[src/rtl/cra_sequencer.sv]
// Control sequencer for a switch-driven carry-ripple accumulator: loads B from SW or
// performs one B <= SW + B per button press, with a settle delay before capturing the sum.
module cra_sequencer #(
  parameter int unsigned SETTLE_CYCLES = 2
) (
  input  logic        Clk,
  input  logic        Reset,
  input  logic        LoadB,
  input  logic        Run,
  input  logic [15:0] SW,
  input  logic [15:0] Sum,
  input  logic        C_out,
  output logic        Ld_B,
  output logic [16:0] to_reg,
  output logic        Busy,
  output logic        Ovf,
  output logic [7:0]  Add_count
);

  typedef enum logic [2:0] {
    IDLE,
    LOADB,
    SETTLE,
    ADD,
    WAIT_REL
  } state_t;

  localparam logic [3:0] SETTLE_INIT = 4'(SETTLE_CYCLES - 1);

  state_t      state_q, state_d;
  logic [3:0]  settle_cnt_q, settle_cnt_d;
  logic        ovf_q, ovf_d;
  logic [7:0]  add_count_q, add_count_d;

  always_ff @(posedge Clk or posedge Reset) begin
    if (Reset) begin
      state_q      <= IDLE;
      settle_cnt_q <= 4'd0;
      ovf_q        <= 1'b0;
      add_count_q  <= 8'd0;
    end else begin
      state_q      <= state_d;
      settle_cnt_q <= settle_cnt_d;
      ovf_q        <= ovf_d;
      add_count_q  <= add_count_d;
    end
  end

  // Requests are only sampled in IDLE; WAIT_REL turns a held button into a single operation.
  always_comb begin
    state_d      = state_q;
    settle_cnt_d = settle_cnt_q;
    ovf_d        = ovf_q;
    add_count_d  = add_count_q;
    Ld_B         = 1'b0;
    to_reg       = 17'h0;
    unique case (state_q)
      IDLE: begin
        if (LoadB) begin
          state_d = LOADB;
        end else if (Run) begin
          state_d      = SETTLE;
          settle_cnt_d = SETTLE_INIT;
        end
      end
      LOADB: begin
        Ld_B        = 1'b1;
        to_reg      = {1'b0, SW};
        ovf_d       = 1'b0;
        add_count_d = 8'd0;
        state_d     = WAIT_REL;
      end
      SETTLE: begin
        if (settle_cnt_q == 4'd0) begin
          state_d = ADD;
        end else begin
          settle_cnt_d = settle_cnt_q - 4'd1;
        end
      end
      ADD: begin
        Ld_B    = 1'b1;
        to_reg  = {C_out, Sum};
        ovf_d   = ovf_q | C_out;
        if (add_count_q != 8'hFF) begin
          add_count_d = add_count_q + 8'd1;
        end
        state_d = WAIT_REL;
      end
      WAIT_REL: begin
        if (!LoadB && !Run) begin
          state_d = IDLE;
        end
      end
      default: state_d = IDLE;
    endcase
  end

  assign Busy      = (state_q != IDLE);
  assign Ovf       = ovf_q;
  assign Add_count = add_count_q;

endmodule

[config.mk]
export PLATFORM = sky130hd
export DESIGN_NAME = cra_sequencer
export DESIGN_NICKNAME = d
export VERILOG_FILES = /design/src/rtl/cra_sequencer.sv
export SDC_FILE = /design/constraint.sdc
export NUM_CORES = 1
export LEC_CHECK = 0
export CORE_MARGIN = 2
export CORE_UTILIZATION = 40
export CTS_CLUSTER_DIAMETER = 150
export DETAILED_ROUTE_END_ITERATION = 6
export GPL_ROUTABILITY_DRIVEN = 0
export PLACE_DENSITY_LB_ADDON = 0.08
export SYNTH_ARGS = -nofsm -noshare
export SYNTH_HDL_FRONTEND = slang
export SYNTH_SLANG_ARGS = --single-unit
[constraint.sdc]
create_clock -name Clk -period 3.25 [get_ports Clk]
set_input_delay 0.65 -clock Clk [delete_from_list [all_inputs] [get_ports Clk]]
set_output_delay 0.65 -clock Clk [all_outputs]
set_load 0.05 [all_outputs]
==> impl_summary.md, run 1 <==
Floorplan
The top-level I/O count is 65. The core outline area is 2690 sq um. The horizontal die dimension is 56.5 microns. For this configuration, the core starts out at a cell density of 0.410. The vertical die dimension is 56.5 microns. Row generation in the floorplan step produced 19 rows. The die covers 3190 sq um.

Synthesis
The dominant cell by count in the synthesized netlist is sky130_fd_sc_hd__nor2_1. The cell count after synthesis is 124. Synthesis instantiated 36 different standard cells from the library. The synthesized cell area is 1100 sq um. By area the synthesized netlist is led by sky130_fd_sc_hd__dfrtp_1 (36%), sky130_fd_sc_hd__mux2i_1 (16%), sky130_fd_sc_hd__nor2_1 (7.2%). After synthesis the netlist holds a flip-flop and latch count of 16.

The sequential element share of the synthesized area is 0.363. When the netlist entered floorplanning its net count stood at 163. The share of async-settable or async-resettable flops after synthesis is 1.00. In the synthesized netlist, the cells that appear most often are sky130_fd_sc_hd__nor2_1 (21), sky130_fd_sc_hd__mux2i_1 (18), sky130_fd_sc_hd__dfrtp_1 (16), sky130_fd_sc_hd__inv_1 (8), sky130_fd_sc_hd__a21oi_1 (7). The largest total area in the synthesized netlist belongs to sky130_fd_sc_hd__dfrtp_1. The Yosys step of the flow raised 0 warnings.

The synthesized area divided by synthesized cell count is 8.89 sq um. The synthesized design contains 0 enable-type register cells. The top flip-flop cell by instance count after synthesis is sky130_fd_sc_hd__dfrtp_1. The portion of synthesized cell area occupied by the leading cell type is 0.363.

Status
The flow ran to the end, and the final reports show no timing, DRC or antenna violations.

STA
Headroom to the max-slew limit came out at 0.611. Derived from the worst setup path, the maximum achievable clock frequency is 355 MHz. The clock tree skew after final layout is 0.00118 ns.

Setup violations remaining at the end of the flow were counted as 0. The count of endpoints failing hold in the final timing report is 0. For the pin with the worst max-slew slack, the measured transition is 0.583 ns. The final period demand of the worst path is 2.82 ns. Summed over all failing endpoints, the final setup total negative slack is 0 ns. Setup repair after global routing left no endpoint under its margin.

The number of pins with negative max-slew slack in the final report is 0. Once routing completed, OpenROAD measured the worst setup slack at 0.432 ns. In the finished design, the share of the clock period the worst path needs comes to 0.867.

Critical path
The maximum fanout along the worst path is 12. The startpoint identified for the worst register-to-register timing path is settle_cnt_q[0]. Tracing the worst setup path back leads to its startpoint at state_q[1].

The worst endpoint required time is 2.60 ns. The critical path launch point type is a flop. The type of the setup path with the least slack is flop to primary output. STA classifies the critical path endpoint as a primary output. STA puts the critical path data arrival time at 2.17 ns.

CTS
The number of H-tree levels is 1. Post-CTS timing repair inserted 0 buffers for setup. Clock tree synthesis found a total of 16 sinks.

Clock-pin slew was measured on the worst setup and hold paths at 0.09 ns. The clock buffer count from CTS is 3. The quantity of gates resized following cts is 0. The buffer cell driving the clock tree root is sky130_fd_sc_hd__clkbuf_4. The post-cts hold buffer count is 0. The clock latency reported for the late side of the worst-skew pair is 0.29 ns. The number of buffers on the longest clock path is 2. TritonCTS built the clock tree.

Route
The number of remaining DRC errors is 0. The final route contains 1,173 vias. Dividing the detail-routed wire length by the instance count gives 13.4 microns. The wire length after detailed routing is 2950 microns. Dividing the detail-routed via count by the number of cells gives 5.33.

The count of routing violations after the opening detailed-route iteration is 48. Before antenna repair, the detailed router went through 4 iterations. In this run the remaining antenna-violating nets after routing total 0.

Min path
The hold path startpoint is Ovf. The worst hold path belongs to the class flop to flop.

Finish
The share of the core filled with cells is 0.672. Excluding fillers, the count of instances in the completed layout stands at 220. The count of inserted antenna diode cells is 0. For this run, the post-layout net count is 229. From synthesis to final layout, the design area changed by 63.8%.

In the final layout, the share of cells above drive strength 1 is 0.0582.

Placed design
Detailed placement finished with a half-perimeter wire length of 2340 microns. Buffers placed on the I/O ports in this run total 64. The worst-case setup slack after placement is 0.496 ns. The instance count after placement with tap cells included is 216.

Run
Max-cap violations in this run came to 0.

GRT
The total grt overflow is 0. The initial antenna violation count is 0. The number of global-route vias before repair is 1,134. Entering global routing, the biggest net connects 21 pins. The first global-routing pass estimated 4910 microns of wire. The total global routing track utilization is 0.193.

Pwr
The maximum VDD drop is 0.525 mV. Summed over all cells, the static leakage comes to 0.745 nW. The power per unit of standard cell area is 754 nW/um^2. The overall power is 1.36 mW.
[path summary, 6_finish.rpt]
kind	endpoint	slack, ns	cells after the start
setup / recovery	to_reg[11]	0.43	4
hold / removal	Ovf	0.52	2
setup reg to reg	settle_cnt_q[0]	1.69	5
hold reg to reg	Ovf	0.52	2
max in group asynchronous	state_q[2]	2.16	2
min in group asynchronous	Add_count[2]	0.71	2
[worst max-delay path: stages (launching register included)]
cell and delay, ns:
sky130_fd_sc_hd__dfrtp_1 0.61, sky130_fd_sc_hd__buf_4 0.27, sky130_fd_sc_hd__mux2i_1 0.09, sky130_fd_sc_hd__nor2_1 0.09, sky130_fd_sc_hd__clkdlybuf4s50_1 0.81
[logic make-up (layout without fill, tap and decap cells)]
| group | after synthesis | count (layout) | synth area share |
|---|---|---|---|
| adders and majority gates | 2 | 2 | 0.0227 |
| and+or+nand+nor | 49 | 49 | 0.230 |
| muxes | 18 | 18 | 0.163 |
| DFF | 16 | 16 | 0.363 |
| xor gates and xnor gates | 1 | 1 | 0.00795 |
| AOI/OAI and AO/OA | 24 | 24 | 0.153 |
| buffers and inverters | 14 | 79 | 0.0590 |
[per-stage QoR]
step | hold slack [ns] | instance area (sq um)
global route | 0.546 | 1810
global placement | 0.485 | 1770
finish | 0.516 | 1810
CTS | 0.521 | 1810
detailed placement | 0.492 | 1770
floorplan | 0.478 | 1100
[flip-flops by register name, indices dropped and copies added, names as in the netlist]
| name | flops |
|---|---|
| Add_count | 8 |
| settle_cnt_q | 4 |
| state_q | 3 |
| Ovf | 1 |
[power breakdown]
group | leakage [nW] | total (mW) | internal [mW] | switching [mW]
Clock | 0.0210 | 0.132 | 0.0682 | 0.0636
Combinational | 0.511 | 0.900 | 0.358 | 0.542
Sequential | 0.213 | 0.329 | 0.253 | 0.0759
Total | 0.745 | 1.36 | 0.679 | 0.681
[layout make-up]
type	instances	area [sq um]
inverter	8	30.0
clock buffer	4	36.3
tap	31	38.8
timing repair buffer	67	663
fill	222	881
multi-input combinational	94	637
sequential	16	400
[cell usage in the layout (no fill, tap or decap), types with 2 or more instances in the layout]
cell type	n
sky130_fd_sc_hd__nand2_1	4
sky130_fd_sc_hd__and2_1	2
sky130_fd_sc_hd__nor2_1	21
sky130_fd_sc_hd__a211oi_1	2
sky130_fd_sc_hd__buf_4	3
sky130_fd_sc_hd__dfrtp_1	16
sky130_fd_sc_hd__clkdlybuf4s50_1	64
sky130_fd_sc_hd__o211ai_1	3
sky130_fd_sc_hd__clkbuf_4	3
sky130_fd_sc_hd__a21oi_1	7
sky130_fd_sc_hd__inv_1	8
sky130_fd_sc_hd__nor2b_1	2
sky130_fd_sc_hd__and3_1	3
sky130_fd_sc_hd__mux2i_1	18
sky130_fd_sc_hd__a31oi_1	2
sky130_fd_sc_hd__and4_1	2
sky130_fd_sc_hd__nor3_1	5
sky130_fd_sc_hd__ha_1	2
sky130_fd_sc_hd__nand3_1	3
[metal layers]
| layer | vias to the layer above | share of wire | global-route usage |
|---|---|---|---|
| met4 | 0 | 0.0078 | 0.0612 |
| met2 | 52 | 0.48 | 0.312 |
| li1 | 573 | - | - |
| met3 | 4 | 0.084 | 0.0645 |
| met5 | - | 0 | 0 |
| met1 | 544 | 0.43 | 0.241 |
No activity file was read; power rests on OpenSTA's default activity.
==> run 2, diff against run 1 <==
--- a/config.mk
+++ b/config.mk
@@ -11,6 +11,7 @@
 export DETAILED_ROUTE_END_ITERATION = 6
 export GPL_ROUTABILITY_DRIVEN = 0
 export PLACE_DENSITY_LB_ADDON = 0.08
+export SLEW_MARGIN = 10
 export SYNTH_ARGS = -nofsm -noshare
 export SYNTH_HDL_FRONTEND = slang
 export SYNTH_SLANG_ARGS = --single-unit
==> results of run 2 <==
Final layout, timing and power as in run 1 (identical DEF).
==> run 3, diff against run 2 <==
--- a/config.mk
+++ b/config.mk
@@ -5,11 +5,13 @@
 export SDC_FILE = /design/constraint.sdc
 export NUM_CORES = 1
 export LEC_CHECK = 0
+export CAP_MARGIN = 20
 export CORE_MARGIN = 2
 export CORE_UTILIZATION = 40
 export CTS_CLUSTER_DIAMETER = 150
 export DETAILED_ROUTE_END_ITERATION = 6
 export GPL_ROUTABILITY_DRIVEN = 0
+export HOLD_SLACK_MARGIN = 0.12
 export PLACE_DENSITY_LB_ADDON = 0.08
 export SLEW_MARGIN = 10
 export SYNTH_ARGS = -nofsm -noshare
==> constraint.sdc (replaced) <==
create_clock -name Clk -period 3.6 [get_ports Clk]
set_input_delay 0.72 -clock Clk [delete_from_list [all_inputs] [get_ports Clk]]
set_output_delay 0.72 -clock Clk [all_outputs]
set_load 0.05 [all_outputs]
==> impl_summary.md, run 3 (synthesis gave the netlist of run 1 again) <==
Status
The flow ran to the end, and the final reports show no timing, DRC or antenna violations.

STA
Setup repair after global routing left no endpoint under its margin. The clock tree skew after final layout is 0.000727 ns (-0.000454 ns). The number of pins with negative max-slew slack in the final report came to 0 (unchanged).

In the finished design, the share of the clock period the worst path needs comes to 0.810. The peak clock frequency supported by timing is 343 MHz. The pin slew with the least headroom to its limit is 0.591 ns (+0.00870 ns). The worst path in the final design needs a cycle of 2.91 ns, including I/O delays and setup. The remaining max-slew budget at the tightest pin is 0.605 (-0.00580). The final-layout setup total negative slack is 0 ns (unchanged). The number of endpoints failing setup at the final stage is 0 (unchanged). The count of endpoints failing hold in the final timing report came to 0 (unchanged).

The worst hold slack after final layout is 0.516 ns (+0.000910 ns).

GRT
The total global routing track utilization came to 0.202 (+0.00933). The met2 capacity usage during global routing is 0.307 (-0.00498). The met1 capacity usage during global routing is 0.254 (+0.0137).

The initial antenna violation count is 0 (unchanged). The pin count of the biggest net entering global routing is 21 (unchanged). The total grt overflow came to 0 (unchanged). In this run the most used layer during global routing was met2. The wire length of the first global-routing pass is 5090 microns (+3.5%). The met3 layer usage reported by global route is 0.0737 (+0.00922). The number of global-route vias before repair is 1,155 (+1.9%).

Critical path
The worst setup path is captured at a primary output. The logic depth of the worst register-to-register path is 4 (-1). The worst endpoint required time came to 2.88 ns (+0.28 ns). The slowest stage of the critical path belongs to the cell sky130_fd_sc_hd__clkdlybuf4s50_1. The arrival time at the worst endpoint came to 2.19 ns (+0.02 ns). The maximum fanout along the worst path was 10 (-2). The critical path launch point type is a flop.

The signal on the critical path passes through buf_4 -> mux2i_1 -> nor2_1 -> clkdlybuf4s50_1. The largest incremental delay on the critical path was 0.83 ns (+0.02 ns). The type of the setup path with the least slack is flop to primary output.

Min path
In this run the worst hold path is classified as flop to flop. The hold path depth came to 2 (unchanged).

Floorplan
The area of the die is 3190 sq um (unchanged). The core outline area is 2690 sq um (unchanged). The number of rows created at floorplan is 19 (unchanged). The starting density of the core was 0.410 (unchanged). The top-level I/O count came to 65 (unchanged). The horizontal die dimension is 56.5 microns (unchanged). The vertical die dimension is 56.5 microns (unchanged).

CTS
The post-cts hold buffer count came to 0 (unchanged). The number of clock sinks came to 16 (unchanged). The number of setup buffers added after CTS is 0 (unchanged). The buffer cell driving the clock tree root is sky130_fd_sc_hd__clkbuf_4.

TritonCTS built the clock tree. The clock latency reported for the late side of the worst-skew pair was 0.29 ns (about the same). The clock buffer count from CTS is 3 (unchanged). The quantity of gates resized following cts is 0 (unchanged). The number of H-tree levels is 1 (unchanged).

The number of buffers on the longest clock path is 2 (unchanged). The clock input transition at the sequential cells of the worst setup and hold paths came to 0.09 ns (about the same).

Pwr
The maximum VDD drop is 0.507 mV (-3.5%). The net load switching power is 0.624 mW (-8.5%). The internal power is 0.614 mW (-9.6%). The leakage power of the design is 0.745 nW (unchanged). The overall power is 1.24 mW (-9.0%). The sequential share of power is 0.238 (-0.004). The power per unit of standard cell area is 685 nW/um^2 (-9.0%). The share of power burned in combinational logic is 0.665 (+0.003). The clock network power share is 0.097 (about the same). The switching power share of the total is 0.504 (+0.00320).

Finish
The area growth from synthesis to layout is 63.8% (unchanged). The flip-flop count of the largest register, all copies and words added is 8 (unchanged). The count of inserted antenna diode cells came to 0 (unchanged).

The share of cells above drive strength 1 came to 0.0582 (unchanged). Leaving out fill and tap cells, the most frequent cells in the layout are sky130_fd_sc_hd__clkdlybuf4s50_1 (64), sky130_fd_sc_hd__nor2_1 (21), sky130_fd_sc_hd__mux2i_1 (18). The fill cell total of the finished layout was 230 (+3.6%).

The post-layout net count is 229 (unchanged). The most common library cell in the layout ignoring fill and taps is sky130_fd_sc_hd__clkdlybuf4s50_1. The post-route cell area is 1810 sq um (unchanged).

Run
The number of max-cap violations is 0 (unchanged).

Placed design
The cell area after placement is 1770 sq um (unchanged). The post-detailed-placement half-perimeter wirelength is 2430 microns (+3.9%). The number of I/O port buffers came to 64 (unchanged).

Route
The count of routing violations after the opening detailed-route iteration is 35 (-27%). The routed via count came to 1,184 (+0.94%). The detailed-route wire length per cell is 14.0 microns (+4.7%). The number of remaining DRC errors is 0 (unchanged). The wire length after detailed routing is 3090 microns (+4.7%). The detailed-route vias per instance was 5.38 (+0.94%). The number of routed nets with antenna violations is 0 (unchanged).

The number of optimization iterations in the first detailed-route pass is 4 (unchanged).
## run 3: final timing paths
kind | slack (ns) | start | endpoint
worst max-delay path | 0.69 | state_q[1] | to_reg[9]
worst min-delay path | 0.52 | Ovf | Ovf
worst max register to register | 1.91 | state_q[1] | settle_cnt_q[3]
worst min register to register | 0.52 | Ovf | Ovf
max in group asynchronous | 2.44 | Reset | settle_cnt_q[1]
min in group asynchronous | 0.78 | Reset | Add_count[2]
## run 3: routing by layer
metal	vias up	part of all wire	wire length, microns
met1	547	0.44	1350
li1	575	-	-
met5	-	0	0
met2	55	0.44	1370
met3	7	0.093	288
met4	0	0.025	76
## run 3: area by class of cell
type	count	area (sq um)	area share
inverter	8	30.0	0.0166
clock buffer	4	36.3	0.0201
tap	31	38.8	0.0215
multi-input combinational	94	637	0.353
timing repair buffer	67	663	0.367
sequential	16	400	0.222
## run 3: power groups by stage
stage	Clock (mW)	Combinational, mW	Sequential (mW)
after detailed placement	0	0.820	0.298
after floorplan	0	0.553	0.319
after global placement	0	0.808	0.295
after CTS	0.122	0.824	0.295
final	0.120	0.823	0.294
after global routing	0.128	0.875	0.304
## run 3: critical path, delay by kind of cell, from the launching register on
kind                   cells  cell delay [ns]
muxes                      1             0.10
and+or+nand+nor            1             0.12
DFF                        1             0.59
buffers and inverters      2             1.10
## run 3: per-stage QoR
| stage | worst slack, ns | utilization | cells |
|---|---|---|---|
| after floorplan | 1.30 | - | 124 |
| after global placement | 0.726 | 0.659 | 216 |
| after detailed placement | 0.702 | 0.659 | 216 |
| after CTS | 0.694 | 0.672 | 220 |
| after global routing | 0.561 | 0.672 | 220 |
| final | 0.686 | 0.672 | 220 |
